<file path="config.mk">
export PLATFORM = sky130hd
export DESIGN_NAME = strobe_log_sampler
export DESIGN_NICKNAME = d
export VERILOG_FILES = /design/src/rtl/strobe_log_pkg.sv /design/src/rtl/strobe_rec_fifo.sv /design/src/rtl/strobe_log_sampler.sv
export SDC_FILE = /design/constraint.sdc
export NUM_CORES = 1
export LEC_CHECK = 0
export CORE_UTILIZATION = 57
export CTS_BUF_LIST = sky130_fd_sc_hd__clkbuf_2
export DETAILED_ROUTE_END_ITERATION = 8
export GPL_TIMING_DRIVEN = 1
export PLACE_DENSITY = 0.89
export SYNTH_ARGS = -nofsm -noshare
export SYNTH_HDL_FRONTEND = slang
export SYNTH_SLANG_ARGS = --single-unit
</file>
<file path="constraint.sdc">
create_clock -name clk -period 3.4 [get_ports clk]
set_input_delay 1.02 -clock clk [delete_from_list [all_inputs] [get_ports clk]]
set_output_delay 1.02 -clock clk [all_outputs]
set_load 0.05 [all_outputs]
</file>
<file path="src/rtl/strobe_log_pkg.sv">
// +------------------------------------------------------------------+
// | strobe_log_pkg - shared types for the strobe log sampler  Rev 1.0 |
// +------------------------------------------------------------------+
`default_nettype none

package strobe_log_pkg;

  localparam int DEF_DATA_W = 32;
  localparam int DEF_TAG_W  = 8;
  localparam int DEF_DEPTH  = 4;
  localparam int DEF_CNT_W  = 8;

  typedef enum logic [1:0] {
    RUN   = 2'd0,
    DRAIN = 2'd1,
    DONE  = 2'd2
  } state_t;

  typedef struct packed {
    logic [DEF_TAG_W-1:0]  tag;
    logic [DEF_DATA_W-1:0] value;
  } record_t;

endpackage

`default_nettype wire

</file>
<file path="src/rtl/strobe_rec_fifo.sv">
// +------------------------------------------------------------------+
// | strobe_rec_fifo - sync record FIFO, push-when-full+pop legal Rev 1.0 |
// +------------------------------------------------------------------+
`default_nettype none

module strobe_rec_fifo #(
  parameter int WIDTH = 40,
  parameter int DEPTH = 4
) (
  input  logic                   clk,
  input  logic                   rst_n,
  input  logic                   push,
  input  logic [WIDTH-1:0]       push_data,
  input  logic                   pop,
  output logic [WIDTH-1:0]       head,
  output logic                   full,
  output logic                   empty,
  output logic [$clog2(DEPTH):0] level
);

  localparam int AW    = $clog2(DEPTH);
  localparam int LVL_W = AW + 1;

  logic [WIDTH-1:0] mem [DEPTH];
  logic [AW-1:0]    wr_ptr;
  logic [AW-1:0]    rd_ptr;
  logic             do_push;
  logic             do_pop;

  assign empty   = (level == '0);
  assign full    = (level == LVL_W'(DEPTH));
  assign do_pop  = pop && !empty;
  // A pop in the same cycle frees the slot the push needs.
  assign do_push = push && (!full || do_pop);
  assign head    = mem[rd_ptr];

  always_ff @(posedge clk) begin
    if (!rst_n) begin
      wr_ptr <= '0;
      rd_ptr <= '0;
      level  <= '0;
    end else begin
      if (do_push) wr_ptr <= wr_ptr + AW'(1);
      if (do_pop)  rd_ptr <= rd_ptr + AW'(1);
      case ({do_push, do_pop})
        2'b10:   level <= level + LVL_W'(1);
        2'b01:   level <= level - LVL_W'(1);
        default: level <= level;
      endcase
    end
  end

  always_ff @(posedge clk) begin
    if (do_push) mem[wr_ptr] <= push_data;
  end

endmodule

`default_nettype wire

</file>
<file path="src/rtl/strobe_log_sampler.sv">
// +------------------------------------------------------------------+
// | strobe_log_sampler - postponed-value strobe capture and drain Rev 1.0 |
// +------------------------------------------------------------------+
`default_nettype none

module strobe_log_sampler
  import strobe_log_pkg::*;
#(
  parameter int DATA_W = DEF_DATA_W,
  parameter int TAG_W  = DEF_TAG_W,
  parameter int DEPTH  = DEF_DEPTH,
  parameter int CNT_W  = DEF_CNT_W
) (
  input  logic                   clk,
  input  logic                   rst_n,
  input  logic                   strobe_req_i,
  input  logic [TAG_W-1:0]       strobe_tag_i,
  input  logic [DATA_W-1:0]      value_i,
  input  logic                   finish_req_i,
  output logic                   out_valid_o,
  input  logic                   out_ready_i,
  output logic [TAG_W-1:0]       out_tag_o,
  output logic [DATA_W-1:0]      out_value_o,
  output logic [$clog2(DEPTH):0] level_o,
  output logic [CNT_W-1:0]       drop_cnt_o,
  output logic                   overflow_o,
  output logic                   done_o
);

  localparam int LVL_W = $clog2(DEPTH) + 1;
  localparam int REC_W = TAG_W + DATA_W;

  state_t             state;
  state_t             state_nxt;
  logic               pend_valid;
  logic [TAG_W-1:0]   pend_tag;
  logic               accept_req;
  logic               drop_req;
  logic               drop_commit;
  logic               pop;
  logic               full;
  logic               empty;
  logic               fifo_empty_nxt;
  logic [REC_W-1:0]   head;
  logic [LVL_W-1:0]   level;
  logic [CNT_W:0]     drop_sum;

  assign accept_req  = strobe_req_i && (state == RUN);
  assign drop_req    = strobe_req_i && (state != RUN);
  assign pop         = !empty && out_ready_i;
  assign drop_commit = pend_valid && full && !pop;

  strobe_rec_fifo #(
    .WIDTH (REC_W),
    .DEPTH (DEPTH)
  ) u_fifo (
    .clk       (clk),
    .rst_n     (rst_n),
    .push      (pend_valid),
    .push_data ({pend_tag, value_i}),
    .pop       (pop),
    .head      (head),
    .full      (full),
    .empty     (empty),
    .level     (level)
  );

  // The tag waits one cycle so value_i is captured after that cycle's writes land.
  always_ff @(posedge clk) begin
    if (!rst_n) begin
      pend_valid <= 1'b0;
      pend_tag   <= '0;
    end else begin
      pend_valid <= accept_req;
      if (accept_req) pend_tag <= strobe_tag_i;
    end
  end

  // A late request and a failed commit can both drop in one cycle.
  assign drop_sum = {1'b0, drop_cnt_o} + (CNT_W+1)'(drop_req) + (CNT_W+1)'(drop_commit);

  always_ff @(posedge clk) begin
    if (!rst_n) begin
      drop_cnt_o <= '0;
      overflow_o <= 1'b0;
    end else begin
      drop_cnt_o <= drop_sum[CNT_W] ? '1 : drop_sum[CNT_W-1:0];
      if (drop_req || drop_commit) overflow_o <= 1'b1;
    end
  end

  assign fifo_empty_nxt = !pend_valid && (empty || (level == LVL_W'(1) && pop));

  always_ff @(posedge clk) begin
    if (!rst_n) state <= RUN;
    else        state <= state_nxt;
  end

  always_comb begin
    state_nxt = state;
    case (state)
      RUN:     if (finish_req_i) state_nxt = DRAIN;
      DRAIN:   if (fifo_empty_nxt) state_nxt = DONE;
      DONE:    state_nxt = DONE;
      default: state_nxt = RUN;
    endcase
  end

  assign out_valid_o = !empty;
  assign out_tag_o   = empty ? '0 : head[REC_W-1:DATA_W];
  assign out_value_o = empty ? '0 : head[DATA_W-1:0];
  assign level_o     = level;
  assign done_o      = (state == DONE);

endmodule

`default_nettype wire

</file>
---- Word-level counts from Yosys, hierarchy flattened ----
Memories as Yosys holds them, arrays and structs flattened. A register that Yosys moved wholly into a read port is not among the register bits.
Cells that the tools add are included.
word-level totals
  memories kept ........................... 1
  flip-flop bits (word level) ............. 27
  input bits .............................. 45
  memory bits (writable) .................. 160
operators by class
  reduce and logical (&&, ||, !) cells .... 21
  equal/unequal tests ..................... 8
  add/subtract/negate cells ............... 6
  multiplexer cells ....................... 11
memory list
  name        depth  width  rd ports  clocked after Yosys merged registers in  write ports  RTL line               RTL
  u_fifo.mem  4      40     1         1                                        1            strobe_rec_fifo.sv:24  logic [WIDTH-1:0] mem [DEPTH];
operators by type and width
  cell                   number
  $mux W32               1
  $mux W8                2
  $add A8 B1 Y9          1
  $add A9 B1 Y9          1
  $logic_and A1 B1 Y1    9
  $mux W2                4
  $pmux W2 S3            1
  $pmux W3 S2            1
  $add A2 B1 Y2 const B  2
  $eq A2 B1 Y1 const B   2
  $eq A2 B2 Y1 const B   2
  $logic_not A1 Y1       4
  $ne A2 B2 Y1 const B   2
  $reduce_bool A2 Y1     2
  $add A3 B1 Y3 const B  1
  $eq A3 B1 Y1 const B   1
  $eq A3 B3 Y1 const B   1
  $logic_not A3 Y1       1
  $logic_or A1 B1 Y1     3
  $sub A3 B1 Y3 const B  1
  $logic_not A2 Y1       1
  $mux W1                2
  $reduce_and A2 Y1      1

---- Longest topological paths before layout ----
  depth after elaboration ................. 8
  gate-level depth with buffers ........... 9
  mapped depth without buffers ............ 8

---- By module ----
A second synthesis with hierarchy kept.
second synthesis, totals
  cells, all modules ...................... 416
  area, all modules ....................... 7502.2 sq um
by module, submodules not included
  module              cells each  sequential area each (sq um)  area each (sq um)  instances
  strobe_rec_fifo     269         4984.8                        6312.3             1
  strobe_log_sampler  147         400.4                         1189.9             1

---- Least setup slack after synthesis ----
OpenSTA, ideal clock, no wires.
  path type ............................... register -> output
  start ................................... reg u_fifo.level[0]
  end ..................................... out out_value_o[22]
  cell stages (with the launch flop) ...... 7
  slack ................................... -0.098 ns
  data required time ...................... 2.380 ns
  arrival time ............................ 2.478 ns
  cells stage by stage .................... dfxtp_1 -> inv_1 -> ha_1 -> nor2b_1 -> inv_1 -> clkbuf_1 -> and2_1
on the way
  cells in the longest elaborated chain, start to end .. 2
ends and longest elaborated chain
  item                    RTL line                   RTL
  from (decl)             strobe_rec_fifo.sv:18      output logic [$clog2(DEPTH):0] level
  from (signal assigned)  strobe_rec_fifo.sv:46      2'b10: level <= level + LVL_W'(1);
  from (signal assigned)  strobe_rec_fifo.sv:47      2'b01: level <= level - LVL_W'(1);
  from (signal assigned)  strobe_rec_fifo.sv:48      default: level <= level;
  $logic_not A3 Y1        strobe_rec_fifo.sv:30      assign empty = (level == '0);
  $mux W32                strobe_log_sampler.sv:111  assign out_value_o = empty ? '0 : head[DATA_W-1:0];
  to (decl)               strobe_log_sampler.sv:23   output logic [DATA_W-1:0] out_value_o,
No other way between the ends.

==> results.sh <==
export IMPL_outcome="completed"
export IMPL_design_core_area_um2=12700
export IMPL_vias_per_cell=5.66
export IMPL_syn2layout_area_growth_pct=27.6
export IMPL_fmax_mhz=303
export IMPL_wl_met2_mm=7.74
export IMPL_required_ps=2380
export IMPL_period_minus_slack_ps=3300
export IMPL_synthFlopType="edfxtp_1"
export IMPL_drt_total_wl_mm=14.7
export IMPL_synth_distinct_cells=40
export IMPL_synth_avg_cell_area_um2=18.1
export IMPL_fin_total_pwr_uw=8090
export IMPL_ys_ff_latch=189
export IMPL_routabilityCongestion=0.730
export IMPL_grt_pass1_vias=4156
export IMPL_synthTopCellsByArea="edfxtp_1, mux4_2, dfxtp_1, and2_1, ha_1"
export IMPL_port_buffer_count=98
export IMPL_vias=3991
export IMPL_start_util_pct=58.9
export IMPL_dp_hpwl_mm=8.28
export IMPL_worstMarginPinSlew_ps=692
export IMPL_worstReg2RegEnd="drop_cnt_o[4]"
export IMPL_synthCells=411
export IMPL_cts_sinks=189
export IMPL_clk_pin_slew_ps=240
export IMPL_synth_commonest_cells="edfxtp_1, and2_1, mux4_2, dfxtp_1, a21oi_1"
export IMPL_drtIter0Drc=291
export IMPL_synth_nets=469
export IMPL_critPathLaunchType="flip-flop"
export IMPL_ios=99
export IMPL_ir_worst_vdd_uv=503
export IMPL_hold_class="reg -> reg"
export IMPL_synth_edff_count=160
export IMPL_slew_headroom_pct=53.8
export IMPL_multi_input_area_um2=1980
export IMPL_yosysWarnings=0
export IMPL_drc=0
export IMPL_synth_most_common_cell="edfxtp_1"
export IMPL_r2r_start="state[0]"
export IMPL_reg2reg_setup_slack_ps=1040
export IMPL_rsz0062_at_grt="true"
export IMPL_regArea_um2=5400
export IMPL_min_path_cells=2
export IMPL_grt_pass1_wl_mm=21.2
export IMPL_fin_util_pct=75.1
export IMPL_cts_made_buffers=17
export IMPL_async_reset_ff_share_pct=0
export IMPL_layout_drive_gt1_share_pct=32.8
export IMPL_crit_fanout=10
export IMPL_cts_path_max_buffers=2
export IMPL_cts_tree="yes"
export IMPL_dpl_cell_count=668
export IMPL_worstRegToRegCells=7
export IMPL_power_density_nw_per_um2=850
export IMPL_fin_crit_sh_pct=96.9
export IMPL_finalInstanceArea_um2=9510
export IMPL_fillers=722
export IMPL_synth_top_area_share_pct=64.4
export IMPL_post_drt_wl_per_cell_um=20.9
export IMPL_dieArea_um2=13500
export IMPL_finalMaxSlewViolations=0
export IMPL_met1_length_mm=5.92
export IMPL_synth_seq_area_share_pct=72.2
export IMPL_core_rowCount=41
export IMPL_crit_arrival_ps=2280
export IMPL_fin_skew_ps=27.6
export IMPL_grt_max_degree=41
export IMPL_postRouteAntennaNets=0
export IMPL_endpoint_kind="output pin"
export IMPL_met3_length_um=877
export IMPL_synth_top_cell_by_area="edfxtp_1"
export IMPL_hold_viol_final=0
export IMPL_antenna_found_initial=0
export IMPL_endpoint="out_value_o[7]"
export IMPL_p_leak_uw=0.00322
export IMPL_diodes=0
export IMPL_max_cap_viol_count=0
export IMPL_critical_path_class="reg -> out"
export IMPL_grt_overflow_total=0
export IMPL_setup_violations=0
export IMPL_die_w_um=116
export IMPL_top_layer="met4"
export IMPL_htreeDepth=4
export IMPL_final_nets=578
export IMPL_dr_pass1_iters=5
export IMPL_final_instance_count_excl_fill=705
export IMPL_syn_area_um2=7460
export IMPL_root_buffer="clkbuf_2"
export IMPL_grt_usage_pct=22.2
export IMPL_cts_hold_fix_buffers=0
export IMPL_clkLatencyLatePin_ps=720
export IMPL_place_area_um2=9040
export IMPL_fp_dieH_um=116
per-layer routing:
metal	track usage, %	vias up
met3	6.43	15
met4	9.15	0
met5	0	-
li1	-	1819
met2	37.0	138
met1	27.4	2019
state kept, by name, indices dropped and copies added, names as in the netlist, named ones only:
register	count
u_fifo.wr_ptr	2
u_fifo.mem	160
u_fifo.rd_ptr	2
state	2
u_fifo.level	3
pend_tag	8
drop_cnt_o	8
pend_valid	1
overflow_o	1
power by group:
part / internal [uW] / leakage (uW) / switching, uW
Sequential: 2710 / 0.00169 / 105
Combinational: 2080 / 0.00140 / 2160
Clock: 343 / 0.000131 / 691
critical path, cell delays in order, from the launching register on:
cell and delay (ps):
dfxtp_4 490, clkbuf_16 220, mux4_2 540, and2_4 190, buf_12 140
cells in the final DEF (no fill, tap or decap), drive strengths merged, types with 2 or more instances in the layout:
cell / Yosys / final
ha: 12 / 12
inv: 13 / 13
a21oi: 17 / 17
edfxtp: 160 / 160
nand3: 11 / 11
nand4: 2 / 2
clkinv: 0 / 5
clkdlybuf4s50: 0 / 57
mux4: 40 / 40
xor2: 3 / 3
and3: 6 / 6
and2: 40 / 40
o21ai: 7 / 7
mux2i: 2 / 2
nor2: 9 / 9
clkinvlp: 0 / 4
buf: 9 / 52
nand2: 13 / 13
a211oi: 2 / 2
clkbuf: 12 / 23
o21a: 3 / 3
bufinv: 0 / 2
nor2b: 3 / 3
dfxtp: 29 / 29
through the flow:
step                      hold slack (ps)  setup TNS, ps  worst slack [ps]
final                                 502              0               105
after global routing                  540           -125             -40.5
after CTS                             513              0              2.03
after detailed placement              483              0               183
after global placement                458              0               354
after floorplan                       451              0               186
how the worst min path moves through the flow:
stage                      from           to
2_1_floorplan          state[1]     state[1]
3_3_place_gp   u_fifo.rd_ptr[1]    flip-flop
3_5_place_dp   u_fifo.rd_ptr[1]    flip-flop
4_1_cts        u_fifo.rd_ptr[1]    flip-flop
5_1_grt             pend_tag[7]  pend_tag[7]
6_report               state[1]     state[1]
what timing repair did:
item	CTS	global route
gates cloned	2	2
buffers inserted	0	1
pin swaps	0	5
setup endpoints to repair	41	40
gates resized for setup	19	36
cell families (layout without fill, tap and decap cells):
family | count (synthesis) | after routing | share of synthesized area (%)
buf+inv | 34 | 156 | 2.75
xor+xnor | 3 | 3 | 0.352
simple gates | 92 | 92 | 6.93
mux | 42 | 42 | 12.3
compound gates | 38 | 38 | 3.12
fa+ha+maj | 13 | 13 | 2.28
flops | 189 | 189 | 72.2
cell type report:
| type | count | share of cell area [%] |
|---|---|---|
| timing repair buffer | 111 | 17.3 |
| sequential | 189 | 56.7 |
| clock buffer | 21 | 1.10 |
| tap | 172 | 2.26 |
| inverter | 13 | 0.539 |
| multi-input combinational | 188 | 20.8 |
| clock inverter | 11 | 1.26 |
No activity file was read; power rests on OpenSTA's default activity.
